**src/rtl/imem_loader.sv**
```systemverilog
// imem_loader -- writer side of the 9-bit instruction store.
//
// Packs a stream of 3-bit symbols (opcode, reg1, reg2) into 9-bit words
// {op, reg1, reg2} and writes them to consecutive addresses from 0.
//
// Ports:
//   clk, rst_n      system clock (rising edge), async active-low reset
//   start           pulse; begins a new load at address 0 (ignored while busy)
//   in_valid/in_ready/in_data/in_last   symbol stream handshake
//   wr_en/wr_addr/wr_data               registered memory write port
//   busy/done/error                     load status (done/error sticky until start)
//   word_count      words written in the current or last load
//
// state | meaning
// ------+-----------------------------------------------------------
// IDLE  | after reset, waiting for start
// OP    | expecting opcode symbol (or memory full -> ERR on in_valid)
// R1    | expecting reg1 symbol
// R2    | expecting reg2 symbol; accept issues the write
// FIN   | load ended cleanly on a reg2 carrying in_last
// ERR   | truncated word or overflow; load aborted
module imem_loader #(
  parameter int PC_BITS = 12
) (
  input  logic               clk,
  input  logic               rst_n,
  input  logic               start,
  input  logic               in_valid,
  input  logic [2:0]         in_data,
  input  logic               in_last,
  output logic               in_ready,
  output logic               wr_en,
  output logic [PC_BITS-1:0] wr_addr,
  output logic [8:0]         wr_data,
  output logic               busy,
  output logic               done,
  output logic               error,
  output logic [PC_BITS:0]   word_count
);

  typedef enum logic [2:0] {
    S_IDLE = 3'd0,
    S_OP   = 3'd1,
    S_R1   = 3'd2,
    S_R2   = 3'd3,
    S_FIN  = 3'd4,
    S_ERR  = 3'd5
  } state_t;

  localparam logic [PC_BITS:0] C_DEPTH = {1'b1, {PC_BITS{1'b0}}};

  state_t               r_state;
  state_t               w_next;
  logic [2:0]           r_op;
  logic [2:0]           r_r1;
  logic                 r_wr_en;
  logic [PC_BITS-1:0]   r_wr_addr;
  logic [8:0]           r_wr_data;
  logic [PC_BITS:0]     r_word_count;

  logic w_full;
  logic w_in_ready;
  logic w_accept;
  logic w_clear;
  logic w_write;

  // Memory full: the opcode of a would-be extra word is refused, not accepted.
  assign w_full   = (r_word_count == C_DEPTH);
  assign w_accept = in_valid && w_in_ready;
  assign w_write  = (r_state == S_R2) && w_accept;

  always_ff @(posedge clk or negedge rst_n) begin
    if (!rst_n) r_state <= S_IDLE;
    else        r_state <= w_next;
  end

  always_comb begin
    w_next     = r_state;
    w_in_ready = 1'b0;
    w_clear    = 1'b0;
    busy       = 1'b0;
    done       = 1'b0;
    error      = 1'b0;
    case (r_state)
      S_IDLE: begin
        if (start) begin
          w_next  = S_OP;
          w_clear = 1'b1;
        end
      end
      S_OP: begin
        busy       = 1'b1;
        w_in_ready = !w_full;
        if (in_valid) begin
          if (w_full)       w_next = S_ERR;
          else if (in_last) w_next = S_ERR;
          else              w_next = S_R1;
        end
      end
      S_R1: begin
        busy       = 1'b1;
        w_in_ready = 1'b1;
        if (in_valid) w_next = in_last ? S_ERR : S_R2;
      end
      S_R2: begin
        busy       = 1'b1;
        w_in_ready = 1'b1;
        if (in_valid) w_next = in_last ? S_FIN : S_OP;
      end
      S_FIN: begin
        done = 1'b1;
        if (start) begin
          w_next  = S_OP;
          w_clear = 1'b1;
        end
      end
      S_ERR: begin
        error = 1'b1;
        if (start) begin
          w_next  = S_OP;
          w_clear = 1'b1;
        end
      end
      default: w_next = S_IDLE;
    endcase
  end

  always_ff @(posedge clk or negedge rst_n) begin
    if (!rst_n) begin
      r_op         <= '0;
      r_r1         <= '0;
      r_wr_en      <= 1'b0;
      r_wr_addr    <= '0;
      r_wr_data    <= '0;
      r_word_count <= '0;
    end else begin
      r_wr_en <= w_write;
      if (r_state == S_OP && w_accept) r_op <= in_data;
      if (r_state == S_R1 && w_accept) r_r1 <= in_data;
      if (w_clear) begin
        r_word_count <= '0;
      end else if (w_write) begin
        // Address is the count before this word; count advances on the same edge.
        r_wr_addr    <= r_word_count[PC_BITS-1:0];
        r_wr_data    <= {r_op, r_r1, in_data};
        r_word_count <= r_word_count + {{PC_BITS{1'b0}}, 1'b1};
      end
    end
  end

  assign in_ready   = w_in_ready;
  assign wr_en      = r_wr_en;
  assign wr_addr    = r_wr_addr;
  assign wr_data    = r_wr_data;
  assign word_count = r_word_count;

endmodule

```
**config.mk**
```make
export PLATFORM = sky130hd
export DESIGN_NAME = imem_loader
export DESIGN_NICKNAME = d
export VERILOG_FILES = /design/src/rtl/imem_loader.sv
export SDC_FILE = /design/constraint.sdc
export NUM_CORES = 1
export LEC_CHECK = 0
export CAP_MARGIN = 10
export CORE_MARGIN = 2
export CORE_UTILIZATION = 35
export DETAILED_ROUTE_END_ITERATION = 8
export SLEW_MARGIN = 20
export SYNTH_ARGS = -nofsm -noshare
export SYNTH_HDL_FRONTEND = slang
export SYNTH_SLANG_ARGS = --single-unit
export TNS_END_PERCENT = 5
```
**constraint.sdc**
```tcl
create_clock -name clk -period 2.45 [get_ports clk]
set_clock_uncertainty 0.1 [all_clocks]
set_input_delay 0.735 -clock clk [delete_from_list [all_inputs] [get_ports clk]]
set_output_delay 0.735 -clock clk [all_outputs]
set_load 0.02 [all_outputs]
```
==> key figures <==
Outcome
  • Outcome: completed

Yosys
  • Yosys warns: 0
  • Synth top area share: 0.520
  • Syn_area_per_cell: 11.8 um^2
  • Synth cell types: 41
  • FF+latch count, synth: 44
  • Mapped Nets: 189
  • Seq/Total Area, Yosys: 0.520
  • Mapped Cells: 179
  • Top cells by count, synth: dfrtp_1 (44), mux2_1 (25), buf_2 (9)
  • Asr flop ratio synth: 1.00
  • Main synth FF type: dfrtp_1
  • Most frequent cell after synthesis: dfrtp_1
  • Dominant cell type by area after synthesis: dfrtp_1
  • Post-Syn Area: 0.00212 mm^2
  • Number of synthesized flops with an enable pin: 0
  • Largest cells by area after synthesis: dfrtp_1 (52%), mux2_1 (13%), mux2i_1 (2.8%)

GRT
  • Global-route wire length before repair: 7.80 mm
  • Vias in the first global route: 1599
  • Met3 Use GR: 0.0330
  • GR Util All Layers: 0.153
  • GR Overflow Total: 0
  • Grt met1 use: 0.210
  • Global routing's busiest layer: met2
  • Pin count of the biggest net entering global routing: 29
  • M2 GR Usage: 0.237
  • Initial antenna violation count: 0

Floorplanning
  • I/O pin count: 47
  • Die X: 81.8 um
  • Initial core utilization: 0.360
  • Die area: 0.00669 mm^2
  • Die height: 81.8 um
  • # rows: 28
  • Placeable Area: 0.00589 mm^2

Setup path
  • Critical path capture point type: output pin
  • R2R depth: 5
  • Critical Path, Cell by Cell: inv_2 > ha_4 > nor4b_4 > and3_4 > o21ai_2 > buf_6
  • Critical-path top delay cell: dfrtp_1
  • Worst path depth: 6
  • CP Launch Type: flip-flop
  • Max incr delay on CP: 0.39 ns
  • Start point of the critical path: word_count[0]
  • CP top delay family: simple AND/OR/NAND/NOR gates
  • Setup CP Type: reg2out
  • R2R Path Start: r_state[2]
  • CP endpoint: in_ready
  • Crit path max fanout: 2
  • Reg2reg setup slack: 0.60 ns
  • RR Endpoint: word_count[2]
  • WP buf/inv: 2
  • WP data arrival: 1.52 ns
  • Worst endpoint required time: 1.62 ns

Placed design
  • Final GP Congestion: 0.796
  • DP HPWL: 3.44 mm
  • Placed instance area: 0.00288 mm^2
  • Buffers on Ports: 46

Clocking
  • Clk buf depth: 2
  • Worst-path clk slew: 0.09 ns
  • CTS buffer count: 5
  • Clock latency on the worst-skew pair: 0.30 ns
  • TritonCTS Sinks: 44
  • Clock tree from TritonCTS: done
  • H-tree depth: 2
  • Root buffer cell: clkbuf_8
  • # hold bufs at CTS: 0

Pwr
  • Worst VDD drop: 0.459 mV
  • Total power per unit cell area: 919 mW/mm^2
  • Pleak: 1.36 nW

Route
  • WL per Instance: 14.2 um
  • Drt pass-1 iters: 4
  • Initial DRC count: 113
  • DRC viols: 0
  • Vias per inst: 5.20
  • Total Wirelength: 4.80 mm
  • Remaining antenna violation count: 0
  • Vias: 1763

Timing
  • Max Slew Vio Count: 0
  • Final hold viol count: 0
  • Final min period: 2.35 ns
  • Max-slew headroom: 0.580
  • Total negative slack: 0 ns
  • Measured slew at the worst slew-check pin: 0.630 ns
  • # setup viols final: 0
  • Fmax: 0.425 GHz
  • Period utilization: 0.959

Run
  • MaxCap Viol Count: 0

Final layout
  • Area growth syn-to-layout: 45.2%
  • Share of layout cells above drive strength 1: 0.261
  • Fillers: 536
  • ANT cells: 0
  • Layout Nets: 273
  • Final Cell Area: 0.00308 mm^2

Worst hold path
  • Min-delay worst type: in2async
[logic make-up after synthesis]
logic type / after synthesis / share of synthesized area
simple gates: 47 / 0.153
flops: 44 / 0.520
compound gates: 37 / 0.113
mux: 31 / 0.161
buf+inv: 18 / 0.0408
fa+ha+maj: 2 / 0.0118
[report_power, final]
part / internal, mW / switching (mW) / total [mW]
combinational: 0.661 / 0.595 / 1.26
sequential: 0.898 / 0.106 / 1.00
clock: 0.307 / 0.259 / 0.566
total: 1.87 / 0.960 / 2.83
[what timing repair did]
item	in CTS	in global routing
pin swaps	0	1
setup endpoints to repair	4	1
resized for setup	11	7
cloned	0	0
setup buffers	0	6
[layout by cell type (no fill, tap or decap), drive strengths merged, types with 3 or more instances in the layout]
| cell type | synthesis | routed |
|---|---|---|
| buf | 10 | 45 |
| dfrtp | 44 | 44 |
| clkdlybuf4s50 | 0 | 41 |
| mux2 | 25 | 25 |
| o21ai | 13 | 13 |
| a21oi | 7 | 7 |
| inv | 6 | 7 |
| nand2 | 6 | 6 |
| nand4 | 6 | 6 |
| mux2i | 6 | 6 |
| nor4 | 6 | 6 |
| nor2 | 5 | 5 |
| o21bai | 5 | 5 |
| clkbuf | 2 | 5 |
| nand2b | 4 | 4 |
| nand3 | 4 | 4 |
| o31ai | 3 | 3 |
| or4 | 3 | 3 |
| or3 | 3 | 3 |
| dlygate4sd2 | 0 | 3 |
[metal layers]
metal	vias up	wire, um
met2	46	2260
li1	839	-
met1	876	2270
met3	2	232
met4	0	41
met5	-	0
[cell type report]
cell class | count | area, um^2 | area share
flip-flops and latches | 44 | 1100 | 0.358
well taps | 75 | 93.8 | 0.0305
inverters | 6 | 22.5 | 0.00732
repair buffers | 89 | 776 | 0.252
multi-input cells | 117 | 967 | 0.314
clock buffers | 5 | 68.8 | 0.0224
clock inverters | 3 | 46.3 | 0.0150
[how the worst min path moves through the flow]
stage | endpoint | slack, ns | cells past startpoint
after floorplan | r_op[0] | 0.34 | 0
after global placement | wr_data[5] | 0.36 | 1
after detailed placement | r_r1[2] | 0.37 | 1
after CTS | wr_data[0] | 0.37 | 1
after global routing | wr_data[0] | 0.39 | 1
final | wr_data[0] | 0.34 | 1
[metrics by stage]
step	utilization	hold slack, ns	power [mW]	worst slack [ns]	instances
floorplan	-	0.339	1.65	0.148	179
global placement	0.490	0.364	2.17	-0.0991	325
detailed placement	0.490	0.370	2.18	-0.175	325
CTS	0.511	0.370	2.76	0.00959	333
global route	0.523	0.389	3.00	-0.00136	339
finish	0.523	0.343	2.83	0.0998	339
[sequential cells by signal (all words and copies together) (netlist names)]
name        count
word_count     13
wr_addr        12
wr_data         9
r_op            3
r_r1            3
r_state         3
wr_en           1
Power figures use the tool's default switching activity.
